$ cat src/rtl/ps2_key_sequencer.sv
// PS/2 scancode sequencer: tracks E0/F0 prefixes, keeps per-key held flags
// and turns Space/Up/Down/Enter into game commands and strobes.
module ps2_key_sequencer #(
    parameter int TIMEOUT_CYCLES = 2500000
) (
    input  logic       clk,
    input  logic       resetN,
    input  logic       rx_valid,
    input  logic [7:0] rx_data,
    input  logic       rx_error,
    output logic       jump_held,
    output logic       duck_held,
    output logic [1:0] action,
    output logic       jump_pulse,
    output logic       start_pulse,
    output logic [7:0] last_code,
    output logic       code_valid,
    output logic       seq_error
);

    localparam int CW = (TIMEOUT_CYCLES > 1) ? $clog2(TIMEOUT_CYCLES) : 1;
    localparam logic [CW-1:0] COUNT_LIMIT = CW'(TIMEOUT_CYCLES - 1);

    typedef enum logic [1:0] {IDLE, BRK, EXT, EXT_BRK} state_t;

    state_t        state, state_n;
    logic [CW-1:0] count, count_n;
    logic          space_h, space_n;
    logic          up_h, up_n;
    logic          down_h, down_n;
    logic          jump_recent, jump_recent_n;
    logic [1:0]    action_n;
    logic          jump_pulse_n, start_pulse_n, code_valid_n, seq_error_n;
    logic [7:0]    last_code_n;
    logic          decode_en, is_ext, is_brk;
    logic          jump_n, duck_rise;

    assign jump_held = space_h | up_h;
    assign duck_held = down_h;

    always_ff @(posedge clk or negedge resetN) begin
        if (!resetN) begin
            state       <= IDLE;
            count       <= '0;
            space_h     <= 1'b0;
            up_h        <= 1'b0;
            down_h      <= 1'b0;
            jump_recent <= 1'b0;
            action      <= 2'b00;
            jump_pulse  <= 1'b0;
            start_pulse <= 1'b0;
            code_valid  <= 1'b0;
            seq_error   <= 1'b0;
            last_code   <= 8'h00;
        end else begin
            state       <= state_n;
            count       <= count_n;
            space_h     <= space_n;
            up_h        <= up_n;
            down_h      <= down_n;
            jump_recent <= jump_recent_n;
            action      <= action_n;
            jump_pulse  <= jump_pulse_n;
            start_pulse <= start_pulse_n;
            code_valid  <= code_valid_n;
            seq_error   <= seq_error_n;
            last_code   <= last_code_n;
        end
    end

    always_comb begin
        state_n       = state;
        count_n       = count;
        seq_error_n   = 1'b0;
        decode_en     = 1'b0;
        is_ext        = 1'b0;
        is_brk        = 1'b0;

        // A dropped frame always wins over a byte in the same cycle
        if (rx_error) begin
            state_n     = IDLE;
            count_n     = '0;
            seq_error_n = 1'b1;
        end else if (rx_valid) begin
            count_n = '0;
            if (rx_data == 8'hFC || rx_data == 8'hFD) begin
                seq_error_n = 1'b1;
                state_n     = IDLE;
            end else begin
                case (state)
                    IDLE: begin
                        if (rx_data == 8'hF0) begin
                            state_n = BRK;
                        end else if (rx_data == 8'hE0) begin
                            state_n = EXT;
                        end else if (rx_data != 8'hAA && rx_data != 8'hFA && rx_data != 8'hEE) begin
                            decode_en = 1'b1;
                        end
                    end
                    EXT: begin
                        if (rx_data == 8'hF0) begin
                            state_n = EXT_BRK;
                        end else begin
                            decode_en = 1'b1;
                            is_ext    = 1'b1;
                            state_n   = IDLE;
                        end
                    end
                    BRK, EXT_BRK: begin
                        state_n = IDLE;
                        if (rx_data == 8'hE0 || rx_data == 8'hF0) begin
                            seq_error_n = 1'b1;
                        end else begin
                            decode_en = 1'b1;
                            is_brk    = 1'b1;
                            is_ext    = (state == EXT_BRK);
                        end
                    end
                    default: state_n = IDLE;
                endcase
            end
        end else if (state != IDLE) begin
            if (count == COUNT_LIMIT) begin
                seq_error_n = 1'b1;
                state_n     = IDLE;
                count_n     = '0;
            end else begin
                count_n = count + 1'b1;
            end
        end
    end

    // Key decode, held flags, edge detection and action arbitration
    always_comb begin
        space_n       = space_h;
        up_n          = up_h;
        down_n        = down_h;
        start_pulse_n = 1'b0;
        code_valid_n  = 1'b0;
        last_code_n   = last_code;

        if (decode_en) begin
            code_valid_n = 1'b1;
            last_code_n  = rx_data;
            if (!is_ext && rx_data == 8'h29) space_n = !is_brk;
            if (!is_ext && rx_data == 8'h5A) start_pulse_n = !is_brk;
            if (is_ext && rx_data == 8'h75) up_n = !is_brk;
            if (is_ext && rx_data == 8'h72) down_n = !is_brk;
        end

        jump_n        = space_n | up_n;
        jump_pulse_n  = jump_n & ~(space_h | up_h);
        duck_rise     = down_n & ~down_h;
        jump_recent_n = jump_recent;
        if (jump_pulse_n) begin
            jump_recent_n = 1'b1;
        end else if (duck_rise) begin
            jump_recent_n = 1'b0;
        end

        action_n = 2'b00;
        if (jump_n && down_n) begin
            action_n = jump_recent_n ? 2'b01 : 2'b10;
        end else if (jump_n) begin
            action_n = 2'b01;
        end else if (down_n) begin
            action_n = 2'b10;
        end
    end

endmodule

$ cat config.mk
export PLATFORM = sky130hd
export DESIGN_NAME = ps2_key_sequencer
export DESIGN_NICKNAME = d
export VERILOG_FILES = /design/src/rtl/ps2_key_sequencer.sv
export SDC_FILE = /design/constraint.sdc
export NUM_CORES = 1
export LEC_CHECK = 0
export ABC_CLOCK_PERIOD_IN_PS = 5600
export CAP_MARGIN = 15
export CORE_UTILIZATION = 50
export CTS_CLUSTER_DIAMETER = 60
export CTS_CLUSTER_SIZE = 20
export DETAILED_ROUTE_END_ITERATION = 7
export PLACE_DENSITY = 0.8
export SYNTH_ARGS = -nofsm -noshare
export SYNTH_HDL_FRONTEND = slang
export SYNTH_SLANG_ARGS = --single-unit
$ cat constraint.sdc
create_clock -name clk -period 5.6 [get_ports clk]
set_clock_uncertainty 0.05 [all_clocks]
set_input_delay 0.56 -clock clk [delete_from_list [all_inputs] [get_ports clk]]
set_output_delay 0.56 -clock clk [all_outputs]
set_load 0.03 [all_outputs]
# After elaboration in Yosys (flattened, before gate mapping)
# Index checks and enable logic that the tools add are counted.
[totals]
regBits = 42
output_inout_bits = 16
[classes]
n_addsub = 1
eq_ne = 16
n_mux = 53
n_bitwise = 6
reduce_logical = 17
[ops]
columns = ["operator", "count"]
rows = [
  ["2-to-1 mux 22 bit", 4],
  ["2-to-1 mux 1 bit", 34],
  ["equality test 8 bit (second input constant)", 4],
  ["equality test 8 x 7 -> 1 bit (second input constant)", 3],
  ["2-to-1 mux 2 bit", 12],
  ["inequality test 8 bit (second input constant)", 3],
  ["adder 22 x 1 -> 22 bit (second input constant)", 1],
  ["equality test 22 bit (second input constant)", 1],
  ["equality test 8 x 6 -> 1 bit (second input constant)", 1],
  ["logical AND 1 bit", 7],
  ["inequality test 6 bit (second input constant)", 1],
  ["one-hot mux 2 bit (3 select lines)", 1],
  ["nonzero test 3 bit", 2],
  ["equality test 2 bit (second input constant)", 2],
  ["one-hot mux 1 bit (3 select lines)", 1],
  ["AND reduction 3 bit", 1],
  ["AND 1 bit", 2],
  ["equality test 2 x 1 -> 1 bit (second input constant)", 1],
  ["zero test 1 bit", 2],
  ["zero test 2 bit", 1],
  ["logical OR 1 bit", 2],
  ["NOT 1 bit", 2],
  ["OR 1 bit", 2],
  ["one-hot mux 1 bit (2 select lines)", 1],
  ["other kinds (2)", 2],
]

# Logic depth before layout (Yosys ltp)
# Gate-level depths: netlist of run 1.
[depth]
word_depth = 16
mapped_depth = 7
ltp_nobuf = 6

# Worst setup path after synthesis of run 1
# OpenSTA, ideal clock, no wires.
[synth_timing]
path_kind = "register to register"
startpoint = "register count[9]"
endpoint = "register count[20]"
setup_ns = 0.124
arrival_ns = 2.132
setup_slack_ns = 3.294
path_stages_with_launch = 6
period_less_slack_ns = 2.306
cell_sequence = "dfrtp_1 -> or4b_1 -> or4_1 -> o21a_1 -> and3_4 -> a211o_1"
[synth_between]
elab_chain_len = 5
elab_cells_between_ends = 6
cone_classes = "add/sub (1); eq/ne (1); mux (4)"
[synth_rtl]
columns = ["element", "line", "text"]
rows = [
  ["start, declared", "27", "logic [CW-1:0] count, count_n;"],
  ["start signal, assigned", "57", "count <= count_n;"],
  ["adder 22 x 1 -> 22 bit / equality test 22 bit (equally long branches)", "128, 123", ""],
  ["2-to-1 mux 22 bit *", "123", "if (count == COUNT_LIMIT) begin"],
  ["2-to-1 mux 22 bit *", "122", "end else if (state != IDLE) begin"],
  ["2-to-1 mux 22 bit *", "84", "end else if (rx_valid) begin"],
  ["2-to-1 mux 22 bit *", "80", "if (rx_error) begin"],
]
# Every way passes the cells marked *; elsewhere a longest branch is shown, timed or not. The select of a mux whose other input is x is not followed.
# A chain may end at the register's enable or synchronous reset.

# Worst setup path after layout of run 1
# Same ends and word-level chain as after synthesis.

==> flow_results.org, run 1 <==
** Status
- Run status :: completed

** GRT
- Number of antenna violations at the first check in global routing :: 0
- Entering global routing, the biggest net connects 43 pins.
- First-pass GRT wire length :: 8431 um
- After global routing the overflow that remains totals 0.
- Global router's overall resource usage :: 0.2188
- Vias in the first global route :: around 1800

** Final layout
- Flip-flop and latch area :: between 1000 and 1500 um^2
- In the final layout, the share of cells above drive strength 1 is 0.09854.
- Layout-stage area growth over the synthesis result :: 17.94%
- Nets@finish :: between 200 and 300
- Fill cells :: approximately 370
- Summing all multi-input logic gate instances after layout gives about 1200 um^2.
- Antenna cells :: 0

** CTS
- Clock transition at the register clock pins on the worst setup and hold paths after CTS :: about 0.080 ns
- Post-cts sizing count :: 0
- Clock insertion delay at the later pin of the skew report :: about 0.29 ns
- Buffers added to address setup during post-CTS repair amount to 0.
- CTS saw 42 sinks.
- Clock tree synthesis selected as its root buffer the cell sky130_fd_sc_hd__clkbuf_8.
- The number of clock buffers added by TritonCTS is 5.
- Buffer depth of the longest clock path :: 2
- Hold-fix buffers, CTS :: 0
- Max H-tree Level :: 2
- TritonCTS built the clock tree.

** Yosys
- Of the total synthesized cell area, the portion taken by XOR and XNOR cells is 0.02298.
- Number of warning messages in the yosys log :: 0
- Of the total synthesized cell area, the portion taken by full adders, half adders and majority gates is 0.005470.
- Number of enable-type register cells in the synthesized netlist :: 0
- Measured against the total synthesized area, the mux share comes to 0.05252.
- By area, the combinational part of the netlist is dominated by simple AND/OR/NAND/NOR gates.
- The synthesized-area fraction occupied by ao, oa, aoi and oai cells is 0.1357.
- The number of nets handed over by synthesis was around 260.
- Share of synthesized cell area in and, or, nand and nor gates :: 0.2932
- The share of the Yosys chip area taken by registers is 0.4595.
- Of all flip-flops after synthesis, the portion carrying an async set or reset was 1.000.
- Post-synthesis average cell area :: 9.335 um^2
- #FFs+latches synth :: 42
- Primary FF master, synth :: sky130_fd_sc_hd__dfrtp_1
- Yosys mapped the design onto about 50 distinct sky130hd cell types.
- The cell area that synthesis handed to floorplanning was 2287 um^2.
- Cell count after synthesis :: between 200 and 250

** Worst setup path
- Slowest stage delay, CP :: 0.63 ns
- The critical path goes through or4b_1 -> or4_1 -> o21ai_1 -> nor4_1 -> a211o_1.
- Critical path data required time :: around 5.7 ns
- Data arrives at the worst endpoint at roughly 2.9 ns.
- STA classifies the critical path endpoint as a register.
- Along the worst path, the maximum fanout reaches 10.
- Category of the most critical setup path :: register to register
- Among all stages on the critical path, the largest delay is contributed by sky130_fd_sc_hd__o21ai_1.
- The worst setup path is launched from a register.

** Die
- In this run the horizontal extent of the chip is ~70 um.
- Number of placement rows :: 24
- Vertical extent of the die :: about 70 um
- # IOs :: 28
- Initial Utilization :: 0.5217
- Die area :: just under 5000 um^2
- The core region is around 4400 um^2.

** Timing
- The number of pins with negative max-slew slack in the final report came to 0.
- Final hold violation count :: 0
- Finish-stage setup viols :: 0
- At the pin with the least slew margin, the transition time is slightly above 0.9 ns.
- Setup TNS :: 0 ns
- Derived from the worst setup path, the maximum achievable clock frequency is between 0.3 and 0.4 GHz.
- Shortest period the worst path allows :: about 2.7 ns
- Remaining max-slew budget at the tightest pin :: 0.3866
- PnR worst setup slack :: 2.871 ns
- Setup repair after global routing left no endpoint under its margin.
- Period utilisation layout :: 0.4874

** Run
- Max-cap violation count :: 0

** Power and ir drop
- The worst-case IR drop observed on VDD is between 0.1 and 0.15 mV.
- Final Power :: about 0.00062 W
- Leakage power total :: 1.108 nW
- Power density over cell area :: 229.4 nW/um^2

** Placed design
- Buffers placed on the I/O ports in this run total 27.
- OpenSTA, run right after detailed placement, puts the worst setup slack at 2.713 ns.
- Final RePlAce weighted congestion :: just under 0.9
- Hpwl dp :: 3630 um

** Detailed routing
- Dividing the detail-routed wire length by the instance count gives 15.67 um.
- Number of nets with antenna violations after routing :: 0
- Final wirelength :: 5109 um
- Iter 0 DRT Violations :: 147
- The routed layout has roughly 2000 vias.
- DRC :: 0
- Number of detailed-route iterations in the first pass :: 5
- Average vias per placed instance :: roughly 6.1

** Hold path
- Worst min-delay path class :: input port to asynchronous set/reset pin
==> cells in the final DEF (no fill, tap or decap), drive strengths merged, types with 2 or more instances in the layout <==
master          n
and3            5
or3             2
nand3b          3
nand3          14
nand2b          3
dfrtp          42
nor2b           3
buf             2
nor4b           2
a21oi           8
or4b            2
a22o            2
a31oi           4
inv            11
xor2            6
o211ai          4
mux2i           3
a21o            4
o21ai          14
nand2          31
nor4            5
nor2           14
mux2            8
clkbuf          6
nor3           10
o311ai          2
and2            2
clkdlybuf4s50  26
or4            12
nand4           7
==> worst max-delay path: cells and delay by family, from the launching register on <==
| kind | cells | cell delay [ns] |
|---|---|---|
| flops | 1 | 0.45 |
| simple gates | 3 | 1.23 |
| compound gates | 2 | 0.88 |
==> cell usage after synthesis (2+ instances only) <==
cell,instances,area share
sky130_fd_sc_hd__nor4b_1,2,0.0077
sky130_fd_sc_hd__nor2b_1,3,0.0082
sky130_fd_sc_hd__mux2_2,8,0.039
sky130_fd_sc_hd__buf_2,2,0.0044
sky130_fd_sc_hd__o211ai_1,4,0.013
sky130_fd_sc_hd__and3_1,4,0.011
sky130_fd_sc_hd__nand3b_1,3,0.0098
sky130_fd_sc_hd__nand3_1,14,0.031
sky130_fd_sc_hd__xor2_1,6,0.023
sky130_fd_sc_hd__nand2b_1,3,0.0082
sky130_fd_sc_hd__or3_1,2,0.0055
sky130_fd_sc_hd__mux2i_1,3,0.013
sky130_fd_sc_hd__or4_4,2,0.0098
sky130_fd_sc_hd__o21ai_0,13,0.028
sky130_fd_sc_hd__and2_1,2,0.0055
sky130_fd_sc_hd__nor3_1,10,0.022
sky130_fd_sc_hd__a31oi_1,4,0.011
sky130_fd_sc_hd__or4_1,8,0.026
sky130_fd_sc_hd__nand2_1,31,0.051
sky130_fd_sc_hd__or4b_1,2,0.0088
sky130_fd_sc_hd__a21oi_1,8,0.018
sky130_fd_sc_hd__nor4_1,5,0.014
sky130_fd_sc_hd__inv_1,11,0.018
sky130_fd_sc_hd__or4_2,2,0.0077
sky130_fd_sc_hd__a22o_1,2,0.0077
sky130_fd_sc_hd__clkbuf_1,4,0.0066
sky130_fd_sc_hd__dfrtp_1,42,0.46
sky130_fd_sc_hd__nor2_1,13,0.021
sky130_fd_sc_hd__nand4_1,6,0.016
sky130_fd_sc_hd__o311ai_0,2,0.0077
sky130_fd_sc_hd__a21o_1,4,0.013
==> metrics by stage <==
| step | util | hold slack, ns | cells | area, um^2 |
|---|---|---|---|---|
| after detailed placement | 0.5936 | 0.4444 | 318 | 2603 |
| after global routing | 0.6153 | 0.4255 | 326 | 2698 |
| after floorplan | - | 0.2144 | 245 | 2287 |
| final | 0.6153 | 0.3467 | 326 | 2698 |
| after global placement | 0.5936 | 0.4392 | 318 | 2603 |
| after CTS | 0.6153 | 0.3821 | 326 | 2698 |
==> cells by family after synthesis <==
family,count (synthesis)
XOR/XNOR,6
adder cells (fa/ha/maj),1
flip-flops,42
AO/OA/AOI/OAI,48
multiplexers,11
AND/OR/NAND/NOR,119
buffers and inverters,18
==> power by group <==
part	internal [W]	switching [W]	leakage [nW]
Clock	0.0000991	0.000106	0.0472
Combinational	0.0000385	0.0000557	0.512
Sequential	0.000314	0.00000584	0.549
==> cell type report <==
class,instances,share of cell area
multi-input combinational,185,0.4346
sequential,42,0.3896
timing repair buffer,28,0.1011
clock buffer,6,0.03061
tap,52,0.02412
inverter,11,0.01531
clock inverter,2,0.004638
==> registers in the layout, indices dropped and copies added (netlist names) <==
name / flops
duck_held: 1
jump_pulse: 1
count: 22
space_h: 1
start_pulse: 1
up_h: 1
action: 2
seq_error: 1
last_code: 8
state: 2
code_valid: 1
jump_recent: 1
==> worst paths after layout <==
path                              start      endpoint  slack [ns]  depth (start not counted)
setup / recovery               count[9]     count[20]        2.87                          5
hold / removal                   resetN       space_h        0.35                          1
setup reg to reg               count[9]     count[20]        2.87                          5
hold reg to reg            last_code[6]  last_code[6]        0.46                          1
max in group asynchronous        resetN     count[20]        4.59                          1
min in group clk           last_code[6]  last_code[6]        0.46                          1
==> routing by layer <==
| layer | global-route usage | up-vias | routed length, um |
|---|---|---|---|
| met1 | 0.3093 | 947 | 2394 |
| li1 | - | 964 | - |
| met2 | 0.3301 | 66 | 2364 |
| met3 | 0.04797 | 10 | 273 |
| met4 | 0.08222 | 0 | 76 |
| met5 | 0 | - | 0 |
Note: power is estimated with default switching activity, not from simulation.
==> inputs of run 2 (changes only) <==
--- a/config.mk
+++ b/config.mk
@@ -5,13 +5,13 @@
 export SDC_FILE = /design/constraint.sdc
 export NUM_CORES = 1
 export LEC_CHECK = 0
-export ABC_CLOCK_PERIOD_IN_PS = 5600
+export ABC_CLOCK_PERIOD_IN_PS = 2300
 export CAP_MARGIN = 15
 export CORE_UTILIZATION = 50
 export CTS_CLUSTER_DIAMETER = 60
 export CTS_CLUSTER_SIZE = 20
 export DETAILED_ROUTE_END_ITERATION = 7
-export PLACE_DENSITY = 0.8
+export PLACE_DENSITY = 0.83
 export SYNTH_ARGS = -nofsm -noshare
 export SYNTH_HDL_FRONTEND = slang
 export SYNTH_SLANG_ARGS = --single-unit
==> constraint.sdc (replaced) <==
create_clock -name clk -period 2.3 [get_ports clk]
set_clock_uncertainty 0.05 [all_clocks]
set_input_delay 0.23 -clock clk [delete_from_list [all_inputs] [get_ports clk]]
set_output_delay 0.23 -clock clk [all_outputs]
set_load 0.03 [all_outputs]
==> run 2 against run 1 <==
Compared with the run above:
- clock power up 150%
- critical path type unchanged
- total power up 150%
- final area up 12%
- sequential share of layout area down 4.2 points
==> flow_results.org, run 2 (synthesis results as in run 1) <==
** Power and ir drop
- The leakage power was 1.302 nW (was 1.108 nW).
- The total power consumption of the routed design was 0.001547 W (was 0.0006187 W).
- The sequential fraction of design power is 0.503 (was 0.517).
- Net switching fraction of the power :: 0.2752 (was 0.2702)
- Power density over cell area :: 511.7 nW/um^2 (was 229.4 nW/um^2)
- Share of total power in the clock network :: 0.329 (was 0.331)
- Portion of total power attributed to combinational logic :: 0.168 (was 0.152)
- The cell-internal power came to 0.001121 W (was 0.0004515 W).
- The worst voltage drop across the vdd grid was 0.5502 mV (was 0.1382 mV).
- Power dissipated by switching net loads :: 0.0004256 W (was 0.0001672 W)

** Timing
- The normalized max-slew margin came to 0.3785 (was 0.3866).
- Shortest period the worst path allows :: 2.273 ns (was 2.729 ns)
- The count of final hold-check violations came to 0 (unchanged).
- The final clock period utilization by the worst path came to 0.9882 (was 0.4874).
- The number of pins with negative max-slew slack in the final report is 0 (unchanged).
- Maximum clock rate :: 0.4400 GHz (was 0.3664 GHz)
- The actual slew at the worst max-slew pin is 0.9322 ns (was 0.9200 ns).
- Finish-stage setup viols :: 0 (unchanged)

** Status
- Run status: completed (unchanged).

** Die
- The number of primary I/O pins is 28 (unchanged).
- Initial Utilization :: 0.5217 (unchanged)
- The row count is 24 (unchanged).
- Core footprint :: 4384 um^2 (unchanged)
- Die area :: 4849 um^2 (unchanged)
- The die width is 69.64 um (unchanged).
- Vertical extent of the die :: 69.64 um (unchanged)

** CTS
- Clock transition at the register clock pins on the worst setup and hold paths after CTS :: 0.08 ns (about the same)
- CTS tree :: built (unchanged)
- Clock insertion delay at the later pin of the skew report :: 0.30 ns (was 0.29 ns)
- The level count of the clock H-tree was 2 (unchanged).
- The number of hold buffers added after cts was 0 (unchanged).
- The number of clock buffers inserted by TritonCTS was 5 (unchanged).
- The maximum buffer depth of the clock tree was 2 (unchanged).
- The clock net sink count came to 42 (unchanged).
- Clock root cell :: sky130_fd_sc_hd__clkbuf_8 (unchanged)

** Final layout
- Flip-flop count of the largest register after layout :: 22 (unchanged)
- The count of nets after finishing came to 322 (was 286).
- Layout cell share with drive strength beyond 1 :: 0.2226 (was 0.09854)
- The signed area change from the synthesized netlist to the final layout came to 32.17% (was 17.94%).
- The number of diodes came to 0 (unchanged).
- Largest registers: count (22), last_code (8) (unchanged).
- The number of cells in the finished layout apart from fillers is 362 (was 326).
- The most common cell after layout, fill and taps aside was sky130_fd_sc_hd__dfrtp_1 (unchanged).
- Leading cell types in the layout, fill and taps excluded :: sky130_fd_sc_hd__dfrtp_1, sky130_fd_sc_hd__buf_4, sky130_fd_sc_hd__nand2_1, sky130_fd_sc_hd__clkdlybuf4s50_1, sky130_fd_sc_hd__nand3_1 (was sky130_fd_sc_hd__dfrtp_1, sky130_fd_sc_hd__nand2_1, sky130_fd_sc_hd__clkdlybuf4s50_1, sky130_fd_sc_hd__nand3_1)
- The register bank with the most flops is count (unchanged).

** Worst setup path
- Cell with the largest stage delay on the worst path :: sky130_fd_sc_hd__or4b_1 (was sky130_fd_sc_hd__o21ai_1)
- Category of the most critical setup path :: register to register (unchanged)
- Critical-path cell list :: or4b_1 -> or4_4 -> o21a_4 -> and3_4 -> a211o_1 (was or4b_1 -> or4_1 -> o21ai_1 -> nor4_1 -> a211o_1)
- Slowest stage delay, CP :: 0.53 ns (was 0.63 ns)
- Setup crit end kind :: register (unchanged)
- Largest fanout on the critical path :: 6 (was 10)
- Startpoint type of the worst setup path :: register (unchanged)
- Arrival time reported for the critical path endpoint :: 2.41 ns (was 2.86 ns)
- The worst endpoint required time was 2.44 ns (was 5.73 ns).

** Detailed routing
- The number of nets with antenna violations after detailed routing came to 0 (unchanged).
- The total wirelength of the detailed-routed design was 5657 um (was 5109 um).
- The count of routing violations after the opening detailed-route iteration is 146 (was 147).
- The total DRC errors in the routed layout is 0 (unchanged).
- The total via count in the routed design is 2130 (was 1987).
- Per-cell routed wire length :: 15.63 um (was 15.67 um)
- Average vias per placed instance :: 5.884 (was 6.095)
- Number of detailed-route iterations in the first pass :: 4 (was 5)

** Hold path
- The class of the tightest hold or removal check is input port to asynchronous set/reset pin (unchanged).

** Placed design
- The quantity of I/O buffers inserted on ports came to 27 (unchanged).
- The number of instances in the placed design came to 351 (was 318).
- Final RePlAce weighted congestion :: 0.9310 (was 0.8892)
- The detailed placer's ending HPWL came to 3996 um (was 3630 um).

** GRT
- The pin count of the biggest net entering global routing came to 43 (unchanged).
- Number of antenna violations at the first check in global routing :: 0 (unchanged)
- Final global-route overflow total :: 0 (unchanged)
- First-pass GRT wire length :: 9535 um (was 8431 um)
- The overall global routing resource usage is 0.2463 (was 0.2188).
- Vias in the first global route :: 2003 (was 1820)

** Run
- The number of max-cap violations is 0 (unchanged).
-- run 2: cell count changes in the layout (fill, tap and decap cells not counted), sizes merged --
| cell | change |
|---|---|
| buf | +36 |
-- run 2: worst paths after layout --
check	cells past startpoint	endpoint	start	slack [ns]
setup / recovery	5	count[20]	count[16]	0.03
hold / removal	1	action[0]	resetN	0.009
setup reg to reg	5	count[20]	count[16]	0.03
hold reg to reg	1	last_code[5]	last_code[5]	0.46
max in group asynchronous	1	count[17]	resetN	1.61
min in group clk	1	last_code[5]	last_code[5]	0.46
-- run 2: metrics by stage --
stage / setup slack [ns] / setup TNS, ns / util / hold WS, ns / cell area, um^2
2_1_floorplan: 0.008865 / 0 / - / -0.1156 / 2292
3_3_place_gp: 0.01987 / 0 / 0.6541 / 0.3700 / 2868
3_5_place_dp: -0.04300 / -0.06153 / 0.6541 / 0.3821 / 2868
4_1_cts: 0.003067 / 0 / 0.6801 / 0.05742 / 2982
5_1_grt: -0.007625 / -0.01357 / 0.6895 / 0.08729 / 3023
6_report: 0.02716 / 0 / 0.6895 / 0.008761 / 3023
-- run 2: power groups by stage --
stage          combinational, W  sequential (W)  clock, W
3_5_place_dp           0.000255        0.000791         0
6_report               0.000259        0.000778  0.000509
3_3_place_gp           0.000252        0.000791         0
5_1_grt                0.000278        0.000781  0.000550
2_1_floorplan         0.0000701        0.000842         0
4_1_cts                0.000259        0.000777  0.000519
-- run 2: area by class of cell --
| cell class | instances | area, um^2 |
|---|---|---|
| clock buffer | 6 | 82.58 |
| clock inverter | 2 | 12.51 |
| fill | 335 | 1361 |
| inverter | 11 | 41.29 |
| multi-input combinational | 185 | 1211 |
| sequential | 42 | 1051 |
| tap | 52 | 65.06 |
| timing repair buffer | 64 | 559.3 |
-- run 2: timing repair --
item | 4_1_cts | 5_1_grt
pin swaps | 1 | 7
gates resized for setup | 3 | 7
buffers inserted | 1 | 2
setup endpoints to repair | 6 | 16
-- run 2: metal layers --
metal | wire (um) | share of wire | GRT usage
met5 | 0 | 0 | 0
met4 | 66 | 0.012 | 0.07333
met3 | 294 | 0.052 | 0.04506
met2 | 2737 | 0.48 | 0.3862
met1 | 2559 | 0.45 | 0.3495
-- run 2: critical path: cells and delay by family (launching register included) --
kind            cells  cell delay [ns]
flops               1             0.39
simple gates        3             1.22
compound gates      2             0.50
==> inputs of run 3 (changes only) <==
--- a/config.mk
+++ b/config.mk
@@ -11,7 +11,7 @@
 export CTS_CLUSTER_DIAMETER = 60
 export CTS_CLUSTER_SIZE = 20
 export DETAILED_ROUTE_END_ITERATION = 7
-export PLACE_DENSITY = 0.83
+export PLACE_DENSITY_LB_ADDON = 0.25
 export SYNTH_ARGS = -nofsm -noshare
 export SYNTH_HDL_FRONTEND = slang
 export SYNTH_SLANG_ARGS = --single-unit
==> run 3 against run 2 <==
Compared with the run above:
- the flow now finishes with violations (negative setup slack)
- combinational power up 5%
- non-clock buffer count up 6
- sequential share of layout area down 1.1 points
- die area unchanged
- count of clock-buffer cells in the layout unchanged
- sequential cell count unchanged
- register-to-register slack worse by 0.03 ns
- critical path depth unchanged
- critical path type unchanged
- largest power group unchanged
==> flow_results.org, run 3 (synthesis results as in run 1) <==
** Final layout
- Top reg by flops :: count (unchanged)
- The signed area change from the synthesized netlist to the final layout came to 36.43% (was 32.17%).
- Leading cell types in the layout, fill and taps excluded :: sky130_fd_sc_hd__dfrtp_1, sky130_fd_sc_hd__buf_4, sky130_fd_sc_hd__nand2_1, sky130_fd_sc_hd__clkdlybuf4s50_1 (was sky130_fd_sc_hd__dfrtp_1, sky130_fd_sc_hd__buf_4, sky130_fd_sc_hd__nand2_1, sky130_fd_sc_hd__clkdlybuf4s50_1, sky130_fd_sc_hd__nand3_1)
- Leading cell type in the layout, fill and taps excluded :: sky130_fd_sc_hd__dfrtp_1 (unchanged)
- Flip-flop count of the largest register after layout :: 22 (unchanged)
- Largest registers: count (22), last_code (8) (unchanged).
- The layout cell share with drive strength beyond 1 came to 0.2563 (was 0.2226).
- Final standard cell utilization of the core :: 0.7118 (was 0.6895)
- Nets@finish :: 328 (was 322)
- The number of diodes is 0 (unchanged).

** Die
- The die area was 4849 um^2 (unchanged).
- Vertical extent of the die :: 69.64 um (unchanged)
- The initial core utilization is 0.5217 (unchanged).
- Width of the die :: 69.64 um (unchanged)
- # IOs :: 28 (unchanged)
- The area of the core region came to 4384 um^2 (unchanged).
- Number of placement rows :: 24 (unchanged)

** CTS
- Max H-tree Level :: 2 (unchanged)
- The maximum buffer depth of the clock tree was 2 (unchanged).
- The clock transition at the register clock pins on the worst setup and hold paths after CTS is 0.09 ns (was 0.08 ns).
- The number of clock buffers inserted by TritonCTS came to 5 (unchanged).
- The clock insertion delay at the later pin of the skew report came to 0.30 ns (about the same).
- The clock tree from TritonCTS is built (unchanged).
- The clock net sink count was 42 (unchanged).
- Clock root cell :: sky130_fd_sc_hd__clkbuf_8 (unchanged)

** Power and ir drop
- Power density over cell area :: 498.8 nW/um^2 (was 511.7 nW/um^2)
- Share of total power in the clock network :: 0.324 (was 0.329)
- The cell-internal power came to 0.001130 W (was 0.001121 W).
- Power dissipated by switching net loads :: 0.0004269 W (was 0.0004256 W)
- The worst voltage drop across the vdd grid was 0.4595 mV (was 0.5502 mV).
- Net switching fraction of the power :: 0.2743 (was 0.2752)
- The total power consumption of the routed design was 0.001557 W (was 0.001547 W).
- Leakage power total :: 1.334 nW (was 1.302 nW)
- Fraction of power consumed by sequential logic :: 0.500 (was 0.503)
- The combinational group share of total power came to 0.175 (was 0.168).

** GRT
- The busiest layer in global routing is met1 (was met2).
- Met3 Resource Use GR :: 0.04070 (was 0.04506)
- The overall global routing resource usage is 0.2390 (was 0.2463).
- Met1 track utilization from global routing :: 0.3757 (was 0.3495)
- Vias in the first global route :: 1914 (was 2003)
- Number of antenna violations at the first check in global routing :: 0 (unchanged)
- The total congestion overflow came to 0 (unchanged).
- First-pass GRT wire length :: 9390 um (was 9535 um)
- Pin count of the biggest net entering global routing :: 28 (was 43)
- The global-route track usage on met2 is 0.3495 (was 0.3862).

** Detailed routing
- The total via count in the routed design is 2167 (was 2130).
- Final wirelength :: 5643 um (was 5657 um)
- DRC :: 0 (unchanged)
- The first-pass detailed-route iteration total is 4 (unchanged).
- Iter 0 DRT Violations :: 226 (was 146)
- Average vias per placed instance :: 5.889 (was 5.884)
- The mean routed wirelength per cell came to 15.33 um (was 15.63 um).
- Number of nets with antenna violations after routing :: 0 (unchanged)

** Worst setup path
- Category of the most critical setup path :: register to register (unchanged)
- The critical path startpoint category is a register (unchanged).
- The worst endpoint required time is 2.44 ns (about the same).
- Largest fanout on the critical path :: 5 (was 6)
- Arrival time reported for the critical path endpoint :: 2.44 ns (was 2.41 ns)
- The element type at the critical path end was a register (unchanged).

** Placed design
- The weighted congestion reported at the end of routability-driven placement was 0.9559 (was 0.9310).
- The detailed placer's ending HPWL came to 4112 um (was 3996 um).
- Number of buffer cells added on primary ports :: 27 (unchanged)

** Timing
- Finish-stage setup viols :: 1 (was 0)
- PnR worst setup slack :: -0.001011 ns (was 0.02716 ns)
- Final hold violation count :: 0 (unchanged)
- RSZ-0062 raised after global routing :: true
- The shortest period the worst path allows was 2.301 ns (was 2.273 ns).
- The top achievable clock speed came to 0.4346 GHz (was 0.4400 GHz).
- Pin slew with the least headroom to its limit :: 0.6686 ns (was 0.9322 ns)
- The normalized max-slew margin came to 0.5506 (was 0.3785).
- Hold_ws :: 0.4173 ns (was 0.008761 ns)
- Setup TNS :: -0.001011 ns (was 0 ns)
- The number of pins with negative max-slew slack in the final report came to 0 (unchanged).
- The final clock period utilization by the worst path is 1.000 (was 0.9882).

** Run
- Max-cap violation count :: 0 (unchanged)

** Status
- Violations in the final reports :: negative setup slack
- Run status: finished with violations (was completed).

** Hold path
- The class of the tightest hold or removal check is input port to asynchronous set/reset pin (unchanged).
## run 3: repair_timing
action                                  CTS  global route
hold buffers                              1             0
buffers inserted                          0             2
endpoints found under the hold margin    25             0
endpoints found under the setup margin    0            14
gates resized for setup                   0            22
## run 3: per-layer routing
layer  vias up  wire (um)
li1       1054          -
met1      1041       2847
met5         -          0
met2        68       2442
met4         0         44
met3         4        308
## run 3: power by group through the flow
stage	clock [W]	combinational, W	sequential [W]
floorplan	0	0.0000701	0.000842
global placement	0	0.000257	0.000791
detailed placement	0	0.000259	0.000792
CTS	0.000512	0.000262	0.000778
global route	0.000543	0.000292	0.000782
finish	0.000505	0.000273	0.000779
## run 3: final cells by class
cell class | count | area (um^2)
clock buffers | 6 | 82.58
clock inverters | 2 | 12.51
fillers | 316 | 1264
inverters | 11 | 41.29
multi-input cells | 185 | 1266
flip-flops and latches | 42 | 1051
well taps | 52 | 65.06
repair buffers | 70 | 601.8
## run 3: worst paths after layout
path,endpoint,cells past startpoint,slack [ns],from
worst max-delay path,count[20],5,-0.001,count[16]
worst max register to register,count[20],5,-0.001,count[16]
worst min register to register,last_code[5],1,0.46,last_code[5]
worst min-delay path,count[10],2,0.42,resetN
min in group clk,last_code[5],1,0.46,last_code[5]
max in group asynchronous,last_code[5],3,1.22,resetN
## run 3: worst max-delay path, cell delays in order (launching register included)
cell and delay (ns):
sky130_fd_sc_hd__dfrtp_1 0.39, sky130_fd_sc_hd__or4b_1 0.53, sky130_fd_sc_hd__or4_4 0.58, sky130_fd_sc_hd__o21a_4 0.27, sky130_fd_sc_hd__and3_4 0.15, sky130_fd_sc_hd__a211o_1 0.22
## run 3: through the flow
stage	cells	area [um^2]	worst slack, ns
2_1_floorplan	245	2292	0.008865
3_5_place_dp	357	2900	0.02638
4_1_cts	366	3005	0.004581
5_1_grt	368	3120	-0.04610
6_report	368	3120	-0.001011
3_3_place_gp	357	2900	0.04986
